$ cat src/rtl/sd_pkg.sv
// Shared definitions for the SD command-response receiver: FSM state encoding,
// CRC7 polynomial, frame lengths and the bit-serial CRC7 update.
package sd_pkg;

  typedef logic [1:0] sd_state_t;

  localparam sd_state_t ST_IDLE       = 2'd0;
  localparam sd_state_t ST_WAIT_START = 2'd1;
  localparam sd_state_t ST_RECV       = 2'd2;
  localparam sd_state_t ST_DONE       = 2'd3;

  localparam logic [6:0] CRC7_POLY = 7'h09;  // x^7 + x^3 + 1, x^7 term implicit

  localparam int unsigned FRAME_SHORT = 48;
  localparam int unsigned FRAME_LONG  = 136;

  function automatic logic [6:0] crc7_next(input logic [6:0] crc, input logic b);
    logic fb;
    fb = b ^ crc[6];
    return {crc[5:0], 1'b0} ^ (fb ? CRC7_POLY : 7'h00);
  endfunction

endpackage

$ cat src/rtl/sd_crc7_sync.sv
// Bit-serial CRC7 LFSR, initial value 0, synchronously cleared when a reception is armed.
module sd_crc7_sync
  import sd_pkg::*;
(
  input  logic       clk_i,
  input  logic       rst_ni,
  input  logic       clr_i,
  input  logic       en_i,
  input  logic       bit_i,
  output logic [6:0] crc_o
);

  logic [6:0] crc_r;

  // CRC shift register: clear has priority over accumulate
  always_ff @(posedge clk_i or negedge rst_ni) begin
    if (!rst_ni) begin
      crc_r <= 7'd0;
    end else if (clr_i) begin
      crc_r <= 7'd0;
    end else if (en_i) begin
      crc_r <= crc7_next(crc_r, bit_i);
    end else begin
      crc_r <= crc_r;
    end
  end

  assign crc_o = crc_r;

endmodule

$ cat src/rtl/sd_resp_rx.sv
// SD CMD-line response receiver (48-bit short / 136-bit R2 long frames).
// CRC checking is built only when SD_RESP_CRC_CHK_EN is defined; otherwise crc_err_o is 0.
module sd_resp_rx
  import sd_pkg::*;
#(
  parameter int NCR_MAX = 64
) (
  input  logic         clk_i,
  input  logic         rst_ni,
  input  logic         sd_strb_i,
  input  logic         cmd_i,
  input  logic         start_i,
  input  logic         long_i,
  input  logic         abort_i,
  output logic         busy_o,
  output logic         done_o,
  output logic [119:0] resp_o,
  output logic         crc_err_o,
  output logic         end_err_o,
  output logic         tx_err_o,
  output logic         timeout_o
);

  // One counter serves both the Ncr strobe count and the received-bit count
  localparam int CW = ($clog2(NCR_MAX) > 8) ? $clog2(NCR_MAX) : 8;

  localparam logic [CW-1:0] CNT_ONE  = CW'(1);
  localparam logic [CW-1:0] CNT_TMO  = CW'(NCR_MAX - 1);
  localparam logic [CW-1:0] SH_LAST  = CW'(FRAME_SHORT - 1);
  localparam logic [CW-1:0] LG_LAST  = CW'(FRAME_LONG - 1);
  localparam logic [CW-1:0] SH_PL_LO = CW'(2);
  localparam logic [CW-1:0] SH_PL_HI = CW'(FRAME_SHORT - 9);
  localparam logic [CW-1:0] LG_PL_LO = CW'(8);
  localparam logic [CW-1:0] LG_PL_HI = CW'(FRAME_LONG - 9);

  sd_state_t     state_r;
  sd_state_t     state_nxt_s;
  logic [CW-1:0] cnt_r;
  logic          long_r;
  logic          busy_r;
  logic          done_r;
  logic [119:0]  resp_r;
  logic          tx_err_r;
  logic          end_err_r;
  logic          timeout_r;

  logic          accept_s;
  logic          wait_strb_s;
  logic          start_bit_s;
  logic          tmo_s;
  logic          rx_bit_s;
  logic          last_bit_s;
  logic          payload_s;
  logic [CW-1:0] last_cnt_s;

  // Event decode and next-state selection; abort overrides every state
  always_comb begin
    accept_s    = (state_r == ST_IDLE) && start_i && !abort_i;
    wait_strb_s = (state_r == ST_WAIT_START) && sd_strb_i && !abort_i;
    start_bit_s = wait_strb_s && !cmd_i;
    tmo_s       = wait_strb_s && cmd_i && (cnt_r == CNT_TMO);
    rx_bit_s    = (state_r == ST_RECV) && sd_strb_i && !abort_i;
    last_cnt_s  = long_r ? LG_LAST : SH_LAST;
    last_bit_s  = rx_bit_s && (cnt_r == last_cnt_s);
    if (long_r) begin
      payload_s = (cnt_r >= LG_PL_LO) && (cnt_r <= LG_PL_HI);
    end else begin
      payload_s = (cnt_r >= SH_PL_LO) && (cnt_r <= SH_PL_HI);
    end

    state_nxt_s = state_r;
    case (state_r)
      ST_IDLE: begin
        if (accept_s) state_nxt_s = ST_WAIT_START;
        else          state_nxt_s = ST_IDLE;
      end
      ST_WAIT_START: begin
        if (start_bit_s) state_nxt_s = ST_RECV;
        else if (tmo_s)  state_nxt_s = ST_DONE;
        else             state_nxt_s = ST_WAIT_START;
      end
      ST_RECV: begin
        if (last_bit_s) state_nxt_s = ST_DONE;
        else            state_nxt_s = ST_RECV;
      end
      ST_DONE: state_nxt_s = ST_IDLE;
      default: state_nxt_s = ST_IDLE;
    endcase

    if (abort_i) begin
      state_nxt_s = ST_IDLE;
    end else begin
      state_nxt_s = state_nxt_s;
    end
  end

  // FSM state, counter, payload shifter and status flags
  always_ff @(posedge clk_i or negedge rst_ni) begin
    if (!rst_ni) begin
      state_r   <= ST_IDLE;
      cnt_r     <= '0;
      long_r    <= 1'b0;
      busy_r    <= 1'b0;
      done_r    <= 1'b0;
      resp_r    <= 120'd0;
      tx_err_r  <= 1'b0;
      end_err_r <= 1'b0;
      timeout_r <= 1'b0;
    end else begin
      state_r <= state_nxt_s;
      busy_r  <= (state_nxt_s == ST_WAIT_START) || (state_nxt_s == ST_RECV);
      done_r  <= (state_nxt_s == ST_DONE);

      if (accept_s) begin
        cnt_r     <= '0;
        long_r    <= long_i;
        resp_r    <= 120'd0;
        tx_err_r  <= 1'b0;
        end_err_r <= 1'b0;
        timeout_r <= 1'b0;
      end else begin
        if (start_bit_s)      cnt_r <= CNT_ONE;
        else if (wait_strb_s) cnt_r <= cnt_r + CNT_ONE;
        else if (rx_bit_s)    cnt_r <= cnt_r + CNT_ONE;
        else                  cnt_r <= cnt_r;

        // Only header index/argument (short) or R2 body (long) reach resp_o
        if (rx_bit_s && payload_s) resp_r <= {resp_r[118:0], cmd_i};
        else                       resp_r <= resp_r;

        if (rx_bit_s && !long_r && (cnt_r == CNT_ONE)) tx_err_r <= cmd_i;
        else                                           tx_err_r <= tx_err_r;

        if (last_bit_s) end_err_r <= !cmd_i;
        else            end_err_r <= end_err_r;

        if (tmo_s) timeout_r <= 1'b1;
        else       timeout_r <= timeout_r;
      end
    end
  end

`ifdef SD_RESP_CRC_CHK_EN
  localparam logic [CW-1:0] SH_CRC_LO = CW'(FRAME_SHORT - 8);
  localparam logic [CW-1:0] LG_CRC_LO = CW'(FRAME_LONG - 8);

  logic [6:0] crc_s;
  logic [6:0] crc_rx_r;
  logic       crc_err_r;
  logic       crc_en_s;
  logic       crc_field_s;

  // Short CRC spans start bit through argument; long CRC spans the R2 body only
  assign crc_en_s    = (start_bit_s && !long_r) ||
                       (rx_bit_s && (long_r ? payload_s : (cnt_r <= SH_PL_HI)));
  assign crc_field_s = (cnt_r >= (long_r ? LG_CRC_LO : SH_CRC_LO)) &&
                       (cnt_r <= (last_cnt_s - CNT_ONE));

  sd_crc7_sync u_crc (
    .clk_i  (clk_i),
    .rst_ni (rst_ni),
    .clr_i  (accept_s),
    .en_i   (crc_en_s),
    .bit_i  (cmd_i),
    .crc_o  (crc_s)
  );

  // Received CRC field capture and comparison at the end bit
  always_ff @(posedge clk_i or negedge rst_ni) begin
    if (!rst_ni) begin
      crc_rx_r  <= 7'd0;
      crc_err_r <= 1'b0;
    end else if (accept_s) begin
      crc_rx_r  <= 7'd0;
      crc_err_r <= 1'b0;
    end else begin
      if (rx_bit_s && crc_field_s) crc_rx_r <= {crc_rx_r[5:0], cmd_i};
      else                         crc_rx_r <= crc_rx_r;

      if (last_bit_s) crc_err_r <= (crc_s != crc_rx_r);
      else            crc_err_r <= crc_err_r;
    end
  end

  assign crc_err_o = crc_err_r;
`else
  assign crc_err_o = 1'b0;
`endif

  assign busy_o    = busy_r;
  assign done_o    = done_r;
  assign resp_o    = resp_r;
  assign end_err_o = end_err_r;
  assign tx_err_o  = tx_err_r;
  assign timeout_o = timeout_r;

endmodule
$ cat config.mk
export PLATFORM = sky130hd
export DESIGN_NAME = sd_resp_rx
export DESIGN_NICKNAME = d
export VERILOG_FILES = /design/src/rtl/sd_pkg.sv /design/src/rtl/sd_crc7_sync.sv /design/src/rtl/sd_resp_rx.sv
export SDC_FILE = /design/constraint.sdc
export NUM_CORES = 1
export LEC_CHECK = 0
export ABC_AREA = 0
export BUFFER_PORTS_ARGS = -buffer_cell sky130_fd_sc_hd__buf_2
export CORE_AREA = 2 2 119 121
export DETAILED_ROUTE_END_ITERATION = 8
export DIE_AREA = 0 0 121 123
export PLACE_DENSITY = 0.66
export SLEW_MARGIN = 15
export SYNTH_ARGS = -nofsm -noshare
export SYNTH_HDL_FRONTEND = slang
export SYNTH_SLANG_ARGS = --single-unit
$ cat constraint.sdc
create_clock -name clk_i -period 4.9 [get_ports clk_i]
set_clock_uncertainty 0.15 [all_clocks]
set_input_delay 0.245 -clock clk_i [delete_from_list [all_inputs] [get_ports clk_i]]
set_output_delay 0.245 -clock clk_i [all_outputs]
set_load 0.02 [all_outputs]
**Word level (Yosys, flattened, before mapping)**

Index checks and enable logic that the tools add are counted.

- Memories kept: 0
- Register bits: 136
- Memory bits (read-only): 0
- Latch bits: 0
- Memory bits (writable): 0
- Word-level logic and storage cells: 68

- Bitwise operators: 0
- Equality and inequality tests: 9
- Div/mod/pow operators: 0
- Reductions and logical operators: 25
- Shift-type cells: 0
- Magnitude comparators: 4
- Add/sub/neg operators: 1
- Multiply operators: 0
- Mux-type cells: 20

Operator list:

| operator | count |
|---|---|
| $mux 120 | 2 |
| $mux 8 | 5 |
| $logic_and 1x1->1 | 15 |
| $mux 1 | 9 |
| $add 8x1->8 const B | 1 |
| $eq 2x2->1 const B | 4 |
| $eq 8x1->1 const B | 1 |
| $eq 8x6->1 const B | 1 |
| $eq 8x8->1 | 1 |
| $ge 8x2->1 const B | 1 |
| $ge 8x4->1 const B | 1 |
| $le 8x6->1 const B | 1 |
| $le 8x7->1 const B | 1 |
| $pmux 2 s4 | 1 |
| $reduce_bool 2->1 | 4 |
| $mux 2 | 3 |
| $eq 2x1->1 const B | 2 |
| $reduce_bool 4->1 | 1 |
| $logic_not 1->1 | 3 |
| $logic_not 2->1 | 1 |
| $logic_or 1x1->1 | 1 |

**Longest topological paths before layout**

- Depth after elaboration: 11
- Mapped depth: 8

**Worst setup path before layout**

Ideal clock, no wire load.

- Path type: register to register
- From: reg cnt_r[3]
- To: reg resp_r[100], in the netlist resp_o[100]
- Path slack: 3,135 ps
- Library setup time: 79 ps
- Data required time: 4,671 ps
- Data arrival time: 1,536 ps
- Cell stages (with the launch flop): 9
- Buffers on the path: 4
- Cell sequence: dfrtp_1 buf_6 nor4_4 o21ai_1 nand4bb_1 buf_2 buf_12 buf_12 mux2i_1

- Longest elaborated chain between the ends: 5

RTL lines:

| item | line | RTL |
|---|---|---|
| from (decl) | sd_resp_rx.sv:38 | `logic [CW-1:0] cnt_r;` |
| from (signal assigned) | sd_resp_rx.sv:123 | `else if (wait_strb_s) cnt_r <= cnt_r + CNT_ONE;` |
| from (signal assigned) | sd_resp_rx.sv:124 | `else if (rx_bit_s) cnt_r <= cnt_r + CNT_ONE;` |
| from (signal assigned) | sd_resp_rx.sv:125 | `else cnt_r <= cnt_r;` |
| $ge 8x2->1, or another cell as far along | sd_resp_rx.sv:68 | `payload_s = (cnt_r >= SH_PL_LO) && (cnt_r <= SH_PL_HI);` |
| $logic_and 1x1->1, on equally long branches | sd_resp_rx.sv:68, sd_resp_rx.sv:66 |  |
| $mux 1 * | sd_resp_rx.sv:65 | `if (long_r) begin` |
| $logic_and 1x1->1 * | sd_resp_rx.sv:128 | `if (rx_bit_s && payload_s) resp_r <= {resp_r[118:0], cmd_i};` |
| $reduce_bool 2->1 (no line) * | n/a |  |
| to (signal assigned) | sd_resp_rx.sv:128 |  |
| to (signal assigned) | sd_resp_rx.sv:129 | `else resp_r <= resp_r;` |
| to (decl) | sd_resp_rx.sv:42 | `logic [119:0] resp_r;` |

Every way passes the cells marked *; elsewhere a longest branch is shown, timed or not.
A chain may end at the register's enable or synchronous reset.

**Worst setup path after layout**

- From: reg state_r[0]
- To: reg resp_r[111], in the netlist resp_o[111]

- Longest elaborated chain between the ends: 5

RTL lines:

| item | line | RTL |
|---|---|---|
| from (decl) | sd_resp_rx.sv:36 | `sd_state_t state_r;` |
| from (signal assigned) | sd_resp_rx.sv:110 | `state_r <= state_nxt_s;` |
| $eq 2x2->1 | sd_resp_rx.sv:62 | `rx_bit_s = (state_r == ST_RECV) && sd_strb_i && !abort_i;` |
| $logic_and 1x1->1 (2 in a row) | sd_resp_rx.sv:62 |  |
| $logic_and 1x1->1 | sd_resp_rx.sv:128 |  |
| $reduce_bool 2->1 (no line) | n/a |  |

Parallel ways exist; a longest one is shown, timed or not.

==> results.txt <==
* Highest fanout seen on the critical path: 66
- Outcome: completed
- The analysis attributes to net switching a power of 0.5819 mW.
* EDFF count, synth: 0
- FF-to-FF End: resp_o[111]
- After clock tree synthesis, the clock-pin slew on the worst setup and hold paths is ~0.060 ns.
- Clk sinks: 136
- In the routed layout, each cell is associated on average with a via count of around 5.
- Area of combinational cells with multiple inputs: ~0.0022 mm2
* Class of the worst hold path: in -> reg
- The total count of hold-check failures in the final report is 0.
- The wire-length estimate of the detail-placed layout is 8010 um.
- Per report_power, the clock group accounts for 49.8% of the total.
- Leading cell type in the layout, fill and taps excluded: dfrtp_1
* Area of the mapped netlist: 0.005952 mm2
- Relative contribution of sequential cells to total power: 46.1%
- Counting the buffers created by CTS gives 17.
- The via count of the first global-routing pass was 4112.
- Comb power frac: slightly above 4%
- At the pin with the least slew margin, the transition time is 0.8450 ns.
- The detailed router finished its first iteration with between 200 and 250 violations.
- ~130 I/O pins were placed.
- For this run, asynchronously set or reset flops after synthesis account for 100.0%.
- Site Rows: 43
* Count of distinct cell types in the synthesized netlist: 41
* Switching Share: 23.30%
* Standard cell with the maximum stage delay on the critical path: buf_4
- Data on the critical path arrives at its endpoint at about 2.6 ns.
* Core Area: roughly 0.014 mm2
- The largest single stage delay on the critical path is between 0.6 and 0.7 ns.
- TritonCTS built the clock tree.
* Total of flip-flops plus latches after synthesis: 136
- For this run, the post-layout net count is roughly 630.
- Clock network latency to the later pin of the worst-skew pair: approximately 0.42 ns
- STA classifies the critical path startpoint as a register.
- Internal: 1.915 mW
- Sequential element share of the synthesized area: roughly 57%
- Summing all flip-flop and latch instances after layout gives 0.003403 mm2.
- Critical path buffer and inverter count: 1
- Post-CTS setup buffer count: 0
- Total number of vias: a little over 4000
- Count of unresolved DRC violations after routing: 0
* Cts repair resizes: 0
- Number of slew-limit violations in the final report: 0
- Once layout is done, the placed cells without fillers occupy 0.007196 mm2.
- Critical path startpoint: state_r[0]
* Data required time of the critical path: 5.08 ns
- For this design the static power due to leakage is around 4.4 nW.
* Pwr dens: between 300 and 400 mW/mm2
- Number of hold buffers added after CTS: 4
* Setup TNS: 0 ns
* Cell count along the critical path: 5
- Leaving out fill and tap cells, the most frequent cells in the layout are 136 x dfrtp_1, 130 x buf_2, 129 x nand2_1, 122 x mux2i_1, 17 x clkbuf_16.
* Yosys warns: 0
- Largest net degree at the start of global routing: 121
- Final Core Density: between 50% and 60%
* Wire length after detailed routing: between 10000 and 15000 um
* Cell count of the worst hold path: 3
- Global-route wire length before repair: approximately 20000 um
- Crit path capture type: register
* Filler Cell Count: 1226
- Post-DRT Antenna Nets: 0
- The longest clock path from root to sink contains 2 buffers.
- RSZ-0062 raised after global routing: no
* Chip height: 123 um
- The startpoint identified for the worst hold timing path is start_i.
- For this configuration, the core starts out at a cell density of a little over two fifths.
- Count of input and output buffers: between 100 and 150
* Placer congestion estimate: 0.8369
- The routed design could run at a clock period as short as roughly 2.4 ns.
* Per-cell routed wire length: between 10 and 15 um
- Dividing the final minimum period by the clock period gives roughly 48%.
- Worst-case register-to-register setup slack: 2.53 ns
- Synthesized area divided by synthesized cell count: between 10 and 15 um2
- Critical path type: reg -> reg
* Headroom to the max-slew limit: between 40 and 50%
* Diodes inserted: 0
* Total routing resource utilization after global routing: roughly 17%
* Fmax: about 420 MHz
- Most used flip-flop cell after synthesis: dfrtp_1
- The number of cells on the worst reg-to-reg path is 5.
- The tool flagged a number of max-cap violations equal to 0.
* Net count after synthesis: approximately 510
- In the final layout, the share of cells above drive strength 1 is between 20% and 30%.
- Across the VDD grid, the largest voltage drop is between 0.00015 and 0.0002 V.
- Setup violations remaining at the end of the flow were counted as 0.
- Termination of the worst setup path: resp_o[111]
- The number of antenna violations at the first check in global routing is 0.
* Deepest level of the CTS H-tree: 4
- From left edge to right edge, the die measures 121 um.
- After layout, the design draws a total of roughly 2.5 mW.
- Sequence of cells on the critical path: nor2b_1 > nand2_4 > buf_4 > nand2_1 > mux2i_1
- The worst register-to-register path begins at state_r[0].
- Overall die area: ~0.015 mm2
* Root buffer cell: clkbuf_16
* Placed cell area: 0.006576 mm2
- The total overflow left after global routing is 0.
- The first TritonRoute pass finished after 4 iterations.
- CP top delay family: simple AND/OR/NAND/NOR gates
* Instance count of the mapped netlist: slightly below 500
- From synthesis to final layout, the design area changed by 20.90%.
==> through the flow <==
| step | cells | setup slack, ns | hold slack (ns) |
|---|---|---|---|
| 3_5_place_dp | 777 | 2.549 | 0.2413 |
| 3_3_place_gp | 777 | 2.664 | 0.2223 |
| 4_1_cts | 813 | 2.536 | 0.06583 |
| 6_report | 813 | 2.526 | 0.07877 |
| 5_1_grt | 813 | 2.337 | 0.08928 |
| 2_1_floorplan | 493 | 3.135 | -0.2006 |
==> routing by layer <==
metal,part of all wire [%],global-route usage (%),vias up
met1,44,20.84,2025
met2,48,27.00,101
li1,-,-,1941
met5,0,0,-
met4,1.7,6.831,0
met3,6.7,6.642,18
==> cell usage after synthesis, types with 2 or more instances <==
master | n | area (um2)
buf_12 | 11 | 220.2
a22o_1 | 2 | 17.52
buf_6 | 2 | 22.52
nor2_1 | 13 | 48.80
dfrtp_1 | 136 | 3403
mux2i_1 | 122 | 1221
clkbuf_1 | 11 | 41.29
and3b_1 | 2 | 17.52
buf_2 | 3 | 15.01
ha_1 | 5 | 62.56
nor4bb_1 | 2 | 20.02
a211oi_1 | 2 | 15.01
inv_1 | 5 | 18.77
nand2_1 | 130 | 488.0
buf_4 | 3 | 22.52
nor3_1 | 2 | 10.01
a21oi_1 | 6 | 30.03
a31oi_1 | 2 | 12.51
nor2b_1 | 4 | 25.02
nand3_1 | 2 | 10.01
xor2_1 | 2 | 17.52
o21ai_0 | 6 | 30.03
o21ai_1 | 2 | 10.01
==> cells by family (layout without fill, tap and decap cells) <==
group	after synthesis	in the layout	synth area share, %
simple gates	165	165	12.28
flops	136	136	57.18
xor+xnor	2	2	0.2944
buf+inv	35	175	5.718
fa+ha+maj	5	5	1.051
other cells	1	1	0.06300
compound gates	27	27	2.901
mux	122	122	20.52
==> tightest hold or removal path, stage by stage <==
cell and delay, ns:
buf_2 0.11, nor4b_4 0.16, nor2_1 0.10
==> sequential cells by signal, indices dropped and copies added, names as in the netlist <==
name       cells
resp_o       120
cnt_r          8
state_r        2
busy_o         1
done_o         1
end_err_o      1
long_r         1
timeout_o      1
tx_err_o       1
==> area by class of cell <==
class	count	area share, %
repair buffers	138	10.24
clock buffers	18	5.964
clock inverters	14	2.087
flip-flops and latches	136	47.30
well taps	180	3.130
multi-input cells	322	31.02
inverters	5	0.2608
==> worst min path at each step <==
stage	to	slack (ns)
after floorplan	busy_o	-0.20
after detailed placement	resp_o[110]	0.24
final	timeout_o	0.08
after global placement	resp_o[109]	0.22
after global routing	timeout_o	0.09
after CTS	timeout_o	0.07
==> power groups by stage <==
stage	sequential [mW]	clock, mW	combinational (mW)
finish	1.15	1.24	0.102
global route	1.15	1.33	0.117
global placement	1.17	0	0.0995
CTS	1.15	1.27	0.104
detailed placement	1.17	0	0.102
floorplan	1.17	0	0.0672
(Power assumes the default switching activity.)
